## src/rtl/lsu_pkg.sv

```systemverilog
// lsu_pkg: opcode constants, FSM state and access-size enums shared by the load/store unit
package lsu_pkg;

    localparam logic [5:0] OP_LWZ = 6'd32;
    localparam logic [5:0] OP_LBZ = 6'd34;
    localparam logic [5:0] OP_STW = 6'd36;
    localparam logic [5:0] OP_STB = 6'd38;
    localparam logic [5:0] OP_LHZ = 6'd40;
    localparam logic [5:0] OP_LHA = 6'd42;
    localparam logic [5:0] OP_STH = 6'd44;
    localparam logic [5:0] OP_LD  = 6'd58;
    localparam logic [5:0] OP_STD = 6'd62;

    typedef enum logic [1:0] {ST_IDLE, ST_ACCESS, ST_DONE} lsu_state_e;
    typedef enum logic [1:0] {SZ_B, SZ_H, SZ_W, SZ_D} acc_size_e;

    typedef struct packed {
        logic      legal;
        logic      load;
        acc_size_e size;
        logic      sext;
    } op_info_t;

    function automatic op_info_t decode_op(input logic [5:0] op);
        op_info_t i;
        i = '{legal: 1'b1, load: 1'b1, size: SZ_B, sext: 1'b0};
        case (op)
            OP_LBZ: ;
            OP_LHZ: i.size = SZ_H;
            OP_LHA: begin i.size = SZ_H; i.sext = 1'b1; end
            OP_LWZ: i.size = SZ_W;
            OP_LD:  i.size = SZ_D;
            OP_STB: i.load = 1'b0;
            OP_STH: begin i.load = 1'b0; i.size = SZ_H; end
            OP_STW: begin i.load = 1'b0; i.size = SZ_W; end
            OP_STD: begin i.load = 1'b0; i.size = SZ_D; end
            default: i.legal = 1'b0;
        endcase
        return i;
    endfunction

endpackage

```

## src/rtl/load_store_unit_if.sv

```systemverilog
// load_store_unit_if: memory-side bus of the load/store unit (master = unit, slave = memory)
interface load_store_unit_if #(
    parameter int ADDR_W = 32,
    parameter int DATA_W = 64
);
    logic [ADDR_W-1:0] mem_addr;
    logic [DATA_W-1:0] mem_wdata;
    logic [5:0]        mem_opcode;
    logic              mem_read;
    logic              mem_write;
    logic              mem_ack;
    logic [DATA_W-1:0] mem_rdata;

    modport master (
        output mem_addr, mem_wdata, mem_opcode, mem_read, mem_write,
        input  mem_ack, mem_rdata
    );

    modport slave (
        input  mem_addr, mem_wdata, mem_opcode, mem_read, mem_write,
        output mem_ack, mem_rdata
    );
endinterface

```

## src/rtl/lsu_load_align.sv

```systemverilog
// lsu_load_align: extracts the accessed low bytes of read data and zero/sign-extends them
module lsu_load_align
    import lsu_pkg::*;
#(
    parameter int DATA_W = 64
) (
    input  acc_size_e         size,
    input  logic              sext,
    input  logic [DATA_W-1:0] rdata,
    output logic [DATA_W-1:0] data
);

    // pick the access width and fill the upper bits with zero or the sign bit
    always_comb begin
        data = size == SZ_B ? {{(DATA_W-8){sext & rdata[7]}}, rdata[7:0]} :
               size == SZ_H ? {{(DATA_W-16){sext & rdata[15]}}, rdata[15:0]} :
               size == SZ_W ? {{(DATA_W-32){sext & rdata[31]}}, rdata[31:0]} :
               rdata;
    end

endmodule

```

## src/rtl/load_store_unit.sv

```systemverilog
// load_store_unit: D/DS-form load/store sequencer (IDLE->ACCESS->DONE) with ack timeout; LSU_MISALIGN_TRAP_EN traps misaligned EAs
module load_store_unit
    import lsu_pkg::*;
#(
    parameter int ADDR_W      = 32,
    parameter int DATA_W      = 64,
    parameter int TIMEOUT_CYC = 16
) (
    input  logic              clk,
    input  logic              rst_n,
    input  logic              req_valid,
    output logic              req_ready,
    input  logic [5:0]        opcode,
    input  logic [4:0]        rt,
    input  logic [4:0]        ra,
    input  logic [15:0]       d,
    input  logic [DATA_W-1:0] ra_val,
    input  logic [DATA_W-1:0] rs_val,
    load_store_unit_if.master mem,
    output logic              wb_valid,
    output logic [4:0]        wb_rt,
    output logic [DATA_W-1:0] wb_data,
    output logic              done,
    output logic              err
);

    localparam int CW = $clog2(TIMEOUT_CYC + 1);

    lsu_state_e        state;
    logic [CW-1:0]     cnt;
    logic [4:0]        rt_q;
    acc_size_e         size_q;
    logic              sext_q;
    logic              load_q;
    op_info_t          info;
    logic [15:0]       disp16;
    logic [ADDR_W-1:0] ea;
    logic [DATA_W-1:0] st_data;
    logic [DATA_W-1:0] ld_data;
    logic              misal;

    assign info      = decode_op(opcode);
    assign req_ready = state == ST_IDLE;
    assign disp16    = (opcode == OP_LD || opcode == OP_STD) ? {d[15:2], 2'b00} : d;
    assign ea        = (ra == 5'd0 ? '0 : ADDR_W'(ra_val)) + {{(ADDR_W-16){disp16[15]}}, disp16};
    assign st_data   = info.size == SZ_B ? DATA_W'(rs_val[7:0]) :
                       info.size == SZ_H ? DATA_W'(rs_val[15:0]) :
                       info.size == SZ_W ? DATA_W'(rs_val[31:0]) :
                       rs_val;

`ifdef LSU_MISALIGN_TRAP_EN
    assign misal = |(ea[2:0] & 3'((4'd1 << info.size) - 4'd1));
`else
    assign misal = 1'b0;
`endif

    lsu_load_align #(.DATA_W(DATA_W)) u_align (
        .size  (size_q),
        .sext  (sext_q),
        .rdata (mem.mem_rdata),
        .data  (ld_data)
    );

    // sequencer: latch request, hold the strobe until ack or timeout, then pulse done for one cycle
    always_ff @(posedge clk or negedge rst_n) begin
        if (!rst_n) begin
            state          <= ST_IDLE;
            cnt            <= '0;
            rt_q           <= '0;
            size_q         <= SZ_B;
            sext_q         <= 1'b0;
            load_q         <= 1'b0;
            mem.mem_addr   <= '0;
            mem.mem_wdata  <= '0;
            mem.mem_opcode <= '0;
            mem.mem_read   <= 1'b0;
            mem.mem_write  <= 1'b0;
            wb_valid       <= 1'b0;
            wb_rt          <= '0;
            wb_data        <= '0;
            done           <= 1'b0;
            err            <= 1'b0;
        end else begin
            done     <= 1'b0;
            err      <= 1'b0;
            wb_valid <= 1'b0;
            case (state)
                ST_IDLE: if (req_valid) begin
                    cnt            <= '0;
                    rt_q           <= rt;
                    size_q         <= info.size;
                    sext_q         <= info.sext;
                    load_q         <= info.load;
                    mem.mem_addr   <= ea;
                    mem.mem_wdata  <= st_data;
                    mem.mem_opcode <= opcode;
                    if (!info.legal || misal) begin
                        state <= ST_DONE;
                        done  <= 1'b1;
                        err   <= 1'b1;
                    end else begin
                        state         <= ST_ACCESS;
                        mem.mem_read  <= info.load;
                        mem.mem_write <= !info.load;
                    end
                end
                ST_ACCESS: if (mem.mem_ack) begin
                    state         <= ST_DONE;
                    done          <= 1'b1;
                    mem.mem_read  <= 1'b0;
                    mem.mem_write <= 1'b0;
                    if (load_q) begin
                        wb_valid <= 1'b1;
                        wb_rt    <= rt_q;
                        wb_data  <= ld_data;
                    end
                end else if (cnt == CW'(TIMEOUT_CYC - 1)) begin
                    state         <= ST_DONE;
                    done          <= 1'b1;
                    err           <= 1'b1;
                    mem.mem_read  <= 1'b0;
                    mem.mem_write <= 1'b0;
                end else begin
                    cnt <= cnt + 1'b1;
                end
                default: state <= ST_IDLE;
            endcase
        end
    end

endmodule
```

## src/flat_wrapper.sv

```systemverilog
// flat-port wrapper written by rule: the top's interface ports become plain ports
module load_store_unit_flat import lsu_pkg::*;
#(
    parameter int ADDR_W      = 32,
    parameter int DATA_W      = 64,
    parameter int TIMEOUT_CYC = 16
)
  (clk, rst_n, req_valid, req_ready, opcode, rt, ra, d, ra_val, rs_val, wb_valid, wb_rt, wb_data, done, err, mem_mem_addr, mem_mem_wdata, mem_mem_opcode, mem_mem_read, mem_mem_write, mem_mem_ack, mem_mem_rdata);
  load_store_unit_if #(.ADDR_W(ADDR_W), .DATA_W(DATA_W)) mem_i ();
  input  logic clk;
  input  logic rst_n;
  input  logic req_valid;
  output logic req_ready;
  input  logic [5:0] opcode;
  input  logic [4:0] rt;
  input  logic [4:0] ra;
  input  logic [15:0] d;
  input  logic [DATA_W-1:0] ra_val;
  input  logic [DATA_W-1:0] rs_val;
  output logic wb_valid;
  output logic [4:0] wb_rt;
  output logic [DATA_W-1:0] wb_data;
  output logic done;
  output logic err;
  output wire logic [$bits(mem_i.mem_addr)-1:0] mem_mem_addr;
  output wire logic [$bits(mem_i.mem_wdata)-1:0] mem_mem_wdata;
  output wire logic [$bits(mem_i.mem_opcode)-1:0] mem_mem_opcode;
  output wire logic [$bits(mem_i.mem_read)-1:0] mem_mem_read;
  output wire logic [$bits(mem_i.mem_write)-1:0] mem_mem_write;
  input wire logic [$bits(mem_i.mem_ack)-1:0] mem_mem_ack;
  input wire logic [$bits(mem_i.mem_rdata)-1:0] mem_mem_rdata;
  assign mem_mem_addr = mem_i.mem_addr;
  assign mem_mem_wdata = mem_i.mem_wdata;
  assign mem_mem_opcode = mem_i.mem_opcode;
  assign mem_mem_read = mem_i.mem_read;
  assign mem_mem_write = mem_i.mem_write;
  assign mem_i.mem_ack = mem_mem_ack;
  assign mem_i.mem_rdata = mem_mem_rdata;
  load_store_unit #(.ADDR_W(ADDR_W), .DATA_W(DATA_W), .TIMEOUT_CYC(TIMEOUT_CYC)) u_core (.clk(clk), .rst_n(rst_n), .req_valid(req_valid), .req_ready(req_ready), .opcode(opcode), .rt(rt), .ra(ra), .d(d), .ra_val(ra_val), .rs_val(rs_val), .mem(mem_i), .wb_valid(wb_valid), .wb_rt(wb_rt), .wb_data(wb_data), .done(done), .err(err));
endmodule
```

## config.mk

```make
export PLATFORM = sky130hd
export DESIGN_NAME = load_store_unit_flat
export DESIGN_NICKNAME = d
export VERILOG_FILES = /design/src/rtl/lsu_pkg.sv /design/src/rtl/load_store_unit_if.sv /design/src/rtl/lsu_load_align.sv /design/src/rtl/load_store_unit.sv /design/src/flat_wrapper.sv
export SDC_FILE = /design/constraint.sdc
export NUM_CORES = 1
export LEC_CHECK = 0
export CORE_ASPECT_RATIO = 0.9
export CORE_MARGIN = 2
export CORE_UTILIZATION = 43
export DETAILED_ROUTE_END_ITERATION = 7
export HOLD_SLACK_MARGIN = 0.08
export PLACE_DENSITY = 0.81
export SLEW_MARGIN = 20
export SYNTH_ARGS = -nofsm -noshare
export SYNTH_HDL_FRONTEND = slang
export SYNTH_SLANG_ARGS = --single-unit
```

## constraint.sdc

```tcl
create_clock -name clk -period 2.2 [get_ports clk]
set_input_delay 0.66 -clock clk [delete_from_list [all_inputs] [get_ports clk]]
set_output_delay 0.66 -clock clk [all_outputs]
set_load 0.1 [all_outputs]
```

# Yosys cells after proc, flatten, opt, wreduce, memory -nomap -nowiden
# Cells that the tools add are included.
# classes
addsub,2
mul,0
n_div,0
order_cmp,0
eq_ne,20
n_shift,0
n_mux,39
n_bitwise,3
n_reduce_logical,16
# op_table
cell,count
two-way mux 64 bit,6
"== test 6 bit, second input constant",9
adder 32 bit,1
two-way mux 32 bit,1
two-way mux 1 bit,17
two-way mux 5 bit,3
two-way mux 2 bit,5
case mux 5 bit (2 select lines),1
OR reduction 9 bit,1
case mux 1 bit (2 select lines),4
AND reduction 4 bit,2
"== test 2 x 1 -> 1 bit, second input constant",3
logical NOT 2 bit,3
"!= test 2 bit, second input constant",3
case mux 2 bit (3 select lines),1
"adder 5 x 1 -> 5 bit, second input constant",1
"== test 5 x 4 -> 1 bit, second input constant",1
logical NOT 5 bit,1
"== test 2 bit, second input constant",2
case mux 2 bit (2 select lines),1
AND reduction 2 bit,2
OR reduction 2 bit,2
OR reduction 4 bit,1
bitwise AND 1 bit,3
other kinds (6),6
# totals
reg_bits,192
latchBits,0
ramBits,0
romBits,0
out_inout_bits,177
n_memories,0

# Depth between registers and ports, before layout
# logic_depth
ltp_word,7
ltp_mapped,13
mapped_depth_nobuf,13

# Cells and area by module
# Synthesis repeated with hierarchy kept, for this count alone.
# hier_totals
hier_cells,969
hier_area_um2,10080.9
# by_module_without_submodules
module,n_inst,cells_per_inst,area_per_inst_um2,seq_area_each_um2
load_store_unit,1,820,9059.9,4804.6
lsu_load_align,1,149,1021.0,0.0

# Worst setup path before layout
# No wires, ideal clock.
# synth_timing
path_type,input-to-reg
startpoint,input ra[1]
endpoint,register u_core.mem.mem_addr[26]
arrival_time_ps,3412
required_ps,2069
setup_slack_ps,-1343
path_stages,13
path_buffers,1
path_cell_list,or4_1 -> nor2_1 -> clkbuf_1 -> nor2b_1 -> ha_1 -> fa_1 -> a21oi_1 -> o21ai_0 -> a41oi_1 -> a21oi_2 -> a31oi_1 -> xor2_1 -> o21ai_1
# synth_between
elab_chain_len,3
# synth_rtl
item,line_no,text
"start, declared",flat_wrapper.sv:16,input logic [4:0] ra;
logical NOT 5 bit,load_store_unit.sv:45,"assign ea = (ra == 5'd0 ? '0 : ADDR_W'(ra_val)) + {{(ADDR_W-16){disp16[15]}}, disp16};"
two-way mux 32 bit,load_store_unit.sv:45,
adder 32 bit,load_store_unit.sv:45,
"end signal, assigned",load_store_unit.sv:73,mem.mem_addr <= '0;
"end signal, assigned",load_store_unit.sv:94,mem.mem_addr <= ea;
"end, declared",load_store_unit_if.sv:15,"output mem_addr, mem_wdata, mem_opcode, mem_read, mem_write,"
# Every way passes these cells.
# A chain may end at the register's enable or synchronous reset.

# Final worst setup path
# layout_timing
startpoint,input ra[2]
endpoint,register u_core.mem.mem_addr[18]
# Same word-level chain as after synthesis.

==> results.toml <==
[status]
status = "complete, but fails checks"
violations = "setup timing"

[critical_path]
r2r_cells = 9
start_kind = "primary input"
critPathBufInv = 3
cp_slowest_stage_delay_ps = 540
critPathTopFamily = "compound AO/OA/AOI/OAI gates"
path_class = "in2reg"
path_cells = "buf_6 > or4_4 > nor2_4 > buf_8 > nor2b_4 > ha_4 > fa_2 > a21oi_4 > o21ai_4 > buf_6 > a41oi_4 > a21oi_4 > a21oi_2 > xor2_1 > o21ai_1"
required_ps = 2490
endpoint_kind = "flop"
cp_max_fo = 6
r2r_setup_slack_ps = 210
crit_slowest_cell = "or4_4"
r2r-end = "u_core.cnt[3]"
reg2reg_from = "u_core.cnt[0]"
arrival_ps = 3520

[logic_synthesis]
synth.avg_cell_area_um2 = 8.80
synth_area_um2 = 9700
ys_async_sr_fraction_pct = 100
yosysWarnings = 0
ys.flop_type = "dfrtp_1"
syn_inst = 1102
syn_nets = 1364
synth_edf_count = 0
synth_seq_area_share_pct = 49.5
ys_ff_latch = 192
ys_types = 63

[route]
post_drt_wl_per_cell_um = 18.9
ant_nets = 0
avgViaCountPerCell = 5.38
dr_total_vias = 10300
drt_first_pass_iters = 5
drc = 0
routed_wirelength_mm = 36.1
drtIter0Drc = 809

[clock_tree]
cts_sinks = 192
cts_hold_buf = 0
clkTransAtPathRegs_ps = 80
worstSkewPairLatency_ps = 430
cts.path.max_buffers = 2
cts_root_buffer = "clkbuf_16"
cts_tree = "yes"
htree_levels = 4
cts_inserted_buffers = 17

[timing]
fin_ws_ps = -1030
rsz0062_at_grt = "yes"
setup_viol = 30
clock_skew_ps = 19.1
hold_viol_final = 0
max_freq_mhz = 310
maxSlewViolCount = 0
fin_crit_ps = 3230
totalNegativeSetupSlack_ps = -22850
fin_crit_sh_pct = 147
max-slew-margin-rel_pct = 71.5
tightest_slew_ps = 424

[power]
power_density_nw_per_um2 = 1230
ir_drop_mv = 2.02
leakagePower_uw = 0.00786

[min_path]
hold_class = "in2async"

[global_routing]
grt_pass1_vias = 9822
grt_max_degree = 61
antenna_found_initial = 0
grt_use_total_pct = 27.5
grt_pass1_wl_mm = 52.0
gr-total-overflow = 0

[placed_design]
hpwl_mm = 24.3
place_congestion = 0.889
dpl_cell_area_um2 = 14800
portBuffers = 372

[floorplan]
core_area_um2 = 22300
die_w_um = 162
placementRows = 52
io_pins = 405
die_h_um = 146
initial_core_util_pct = 43.5
die-area_um2 = 23800

[finish]
drive_above_1_share_pct = 33.3
area_growth_pct = 70.5
final_area_um2 = 16500
nNetsFinal = 1866
antennaDiodeCount = 0

[flow_run]
cap_viol_max_count = 0
==> final cells by class <==
type                            count  area, um2
Inverter                            6       22.5
Tap cell                          297        372
Timing Repair Buffer              547       5240
Clock buffer                       17        425
Sequential cell                   192       4810
Clock inverter                     15        191
Multi-Input combinational cell    840       5480
Fill cell                        1509       5790
==> kinds of logic (layout without fill, tap and decap cells) <==
logic type,after synthesis,in the layout,synth area share [%]
buffers and inverters,70,585,2.95
flip-flops,192,192,49.5
adder cells (fa/ha/maj),34,34,4.46
XOR/XNOR,31,31,2.80
AO/OA/AOI/OAI,231,231,15.2
AND/OR/NAND/NOR,528,528,23.2
multiplexers,16,16,1.82
==> repair_timing <==
item,in CTS,in global routing
pin swaps,79,61
gates cloned,3,0
gates resized for setup,125,68
setup buffers,29,12
endpoints found under the setup margin,31,30
==> layer usage <==
layer	global-route usage, %	share of wire (%)	vias to the layer above
met5	0	0	-
met1	34.9	39	4930
met4	10.0	4.3	0
li1	-	-	4739
met3	5.99	7.2	117
met2	46.4	49	503
==> through the flow <==
step	utilization [%]	std cells	power [uW]	worst slack, ps	hold slack [ps]
after floorplan	-	1102	12900	-987	364
after global placement	66.2	1846	16500	-1520	451
after detailed placement	66.2	1846	16600	-1620	457
after CTS	72.3	1906	20000	-809	161
after global routing	74.1	1914	20900	-1060	166
final	74.1	1914	20200	-1030	162
==> registers in the layout, indices dropped and copies added, names as in the netlist, 2 cells and up <==
| register | count |
|---|---|
| u_core.rt_q | 5 |
| u_core.mem.mem_addr | 32 |
| u_core.wb_data | 64 |
| u_core.size_q | 2 |
| u_core.state | 2 |
| u_core.cnt | 5 |
| u_core.mem.mem_wdata | 64 |
| u_core.mem.mem_opcode | 6 |
| u_core.wb_rt | 5 |
==> cell usage in the layout, fill, tap and decap left out, drive strengths merged, types with 2 or more instances in the layout <==
cell and n:
a221oi 2, o21a 4, clkdlybuf4s50 188, dlygate4sd2 2, a21boi 2, a22o 25
nor2 93, dfrtp 192, o31ai 4, buf 355, nand3 45, a211oi 6
a21oi 89, clkbuf 18, and3 5, or4 3, o211ai 3, ha 33
inv 11, clkinv 9, nand4 9, xor2 15, nor2b 38, o22ai 2
nand2b 5, and4 2, mux2i 3, mux2 13, a21o 13, o21ai 58
xnor2 16, nand2 314, or3 4, a31oi 12, nor3 5, a41oi 2
==> synth_stat cells, drive strengths merged (3+ instances only) <==
library cell / instances / area [um2]
nand2: 314 / 1190
dfrtp: 192 / 4800
nor2: 93 / 354
a21oi: 89 / 464
o21ai: 58 / 294
clkbuf: 45 / 170
nand3: 45 / 225
nor2b: 38 / 238
ha: 33 / 413
a22o: 25 / 219
buf: 19 / 93.8
xnor2: 16 / 140
xor2: 15 / 131
a21o: 13 / 97.6
mux2: 13 / 146
a31oi: 12 / 75.1
nand4: 9 / 56.3
a211oi: 6 / 77.6
inv: 6 / 22.5
and3: 5 / 32.5
nand2b: 5 / 31.3
nor3: 5 / 25.0
o21a: 4 / 30.0
o31ai: 4 / 30.0
or3: 4 / 25.0
mux2i: 3 / 30.0
o211ai: 3 / 27.5
or4: 3 / 22.5
==> worst max path at each step <==
| stage | startpoint | to | slack (ps) | cells past startpoint |
|---|---|---|---|---|
| 3_5_place_dp | ra[1] | u_core.mem.mem_addr[24] | -1620 | 14 |
| 2_1_floorplan | ra[1] | u_core.mem.mem_addr[26] | -990 | 13 |
| 4_1_cts | ra[2] | u_core.mem.mem_addr[24] | -810 | 15 |
| 3_3_place_gp | ra[1] | u_core.mem.mem_addr[26] | -1520 | 14 |
| 5_1_grt | ra[2] | u_core.mem.mem_addr[18] | -1060 | 15 |
| 6_report | ra[2] | u_core.mem.mem_addr[18] | -1030 | 15 |
==> report_power, final <==
part           internal [uW]  switching [uW]  total [uW]
sequential              4430             753        5180
combinational           3270            8640       11900
clock                   1550            1600        3160
total                   9250           11000       20200
==> worst register-to-register path, stage by stage, from the launching register on <==
cell and delay, ps:
dfrtp_1 410, ha_1 220, and3_1 180, ha_1 220, nor2_1 170, a21oi_1 100
nor2_1 230, nand4_1 150, xor2_1 140, nor2_1 50
Power figures use the tool's default switching activity.
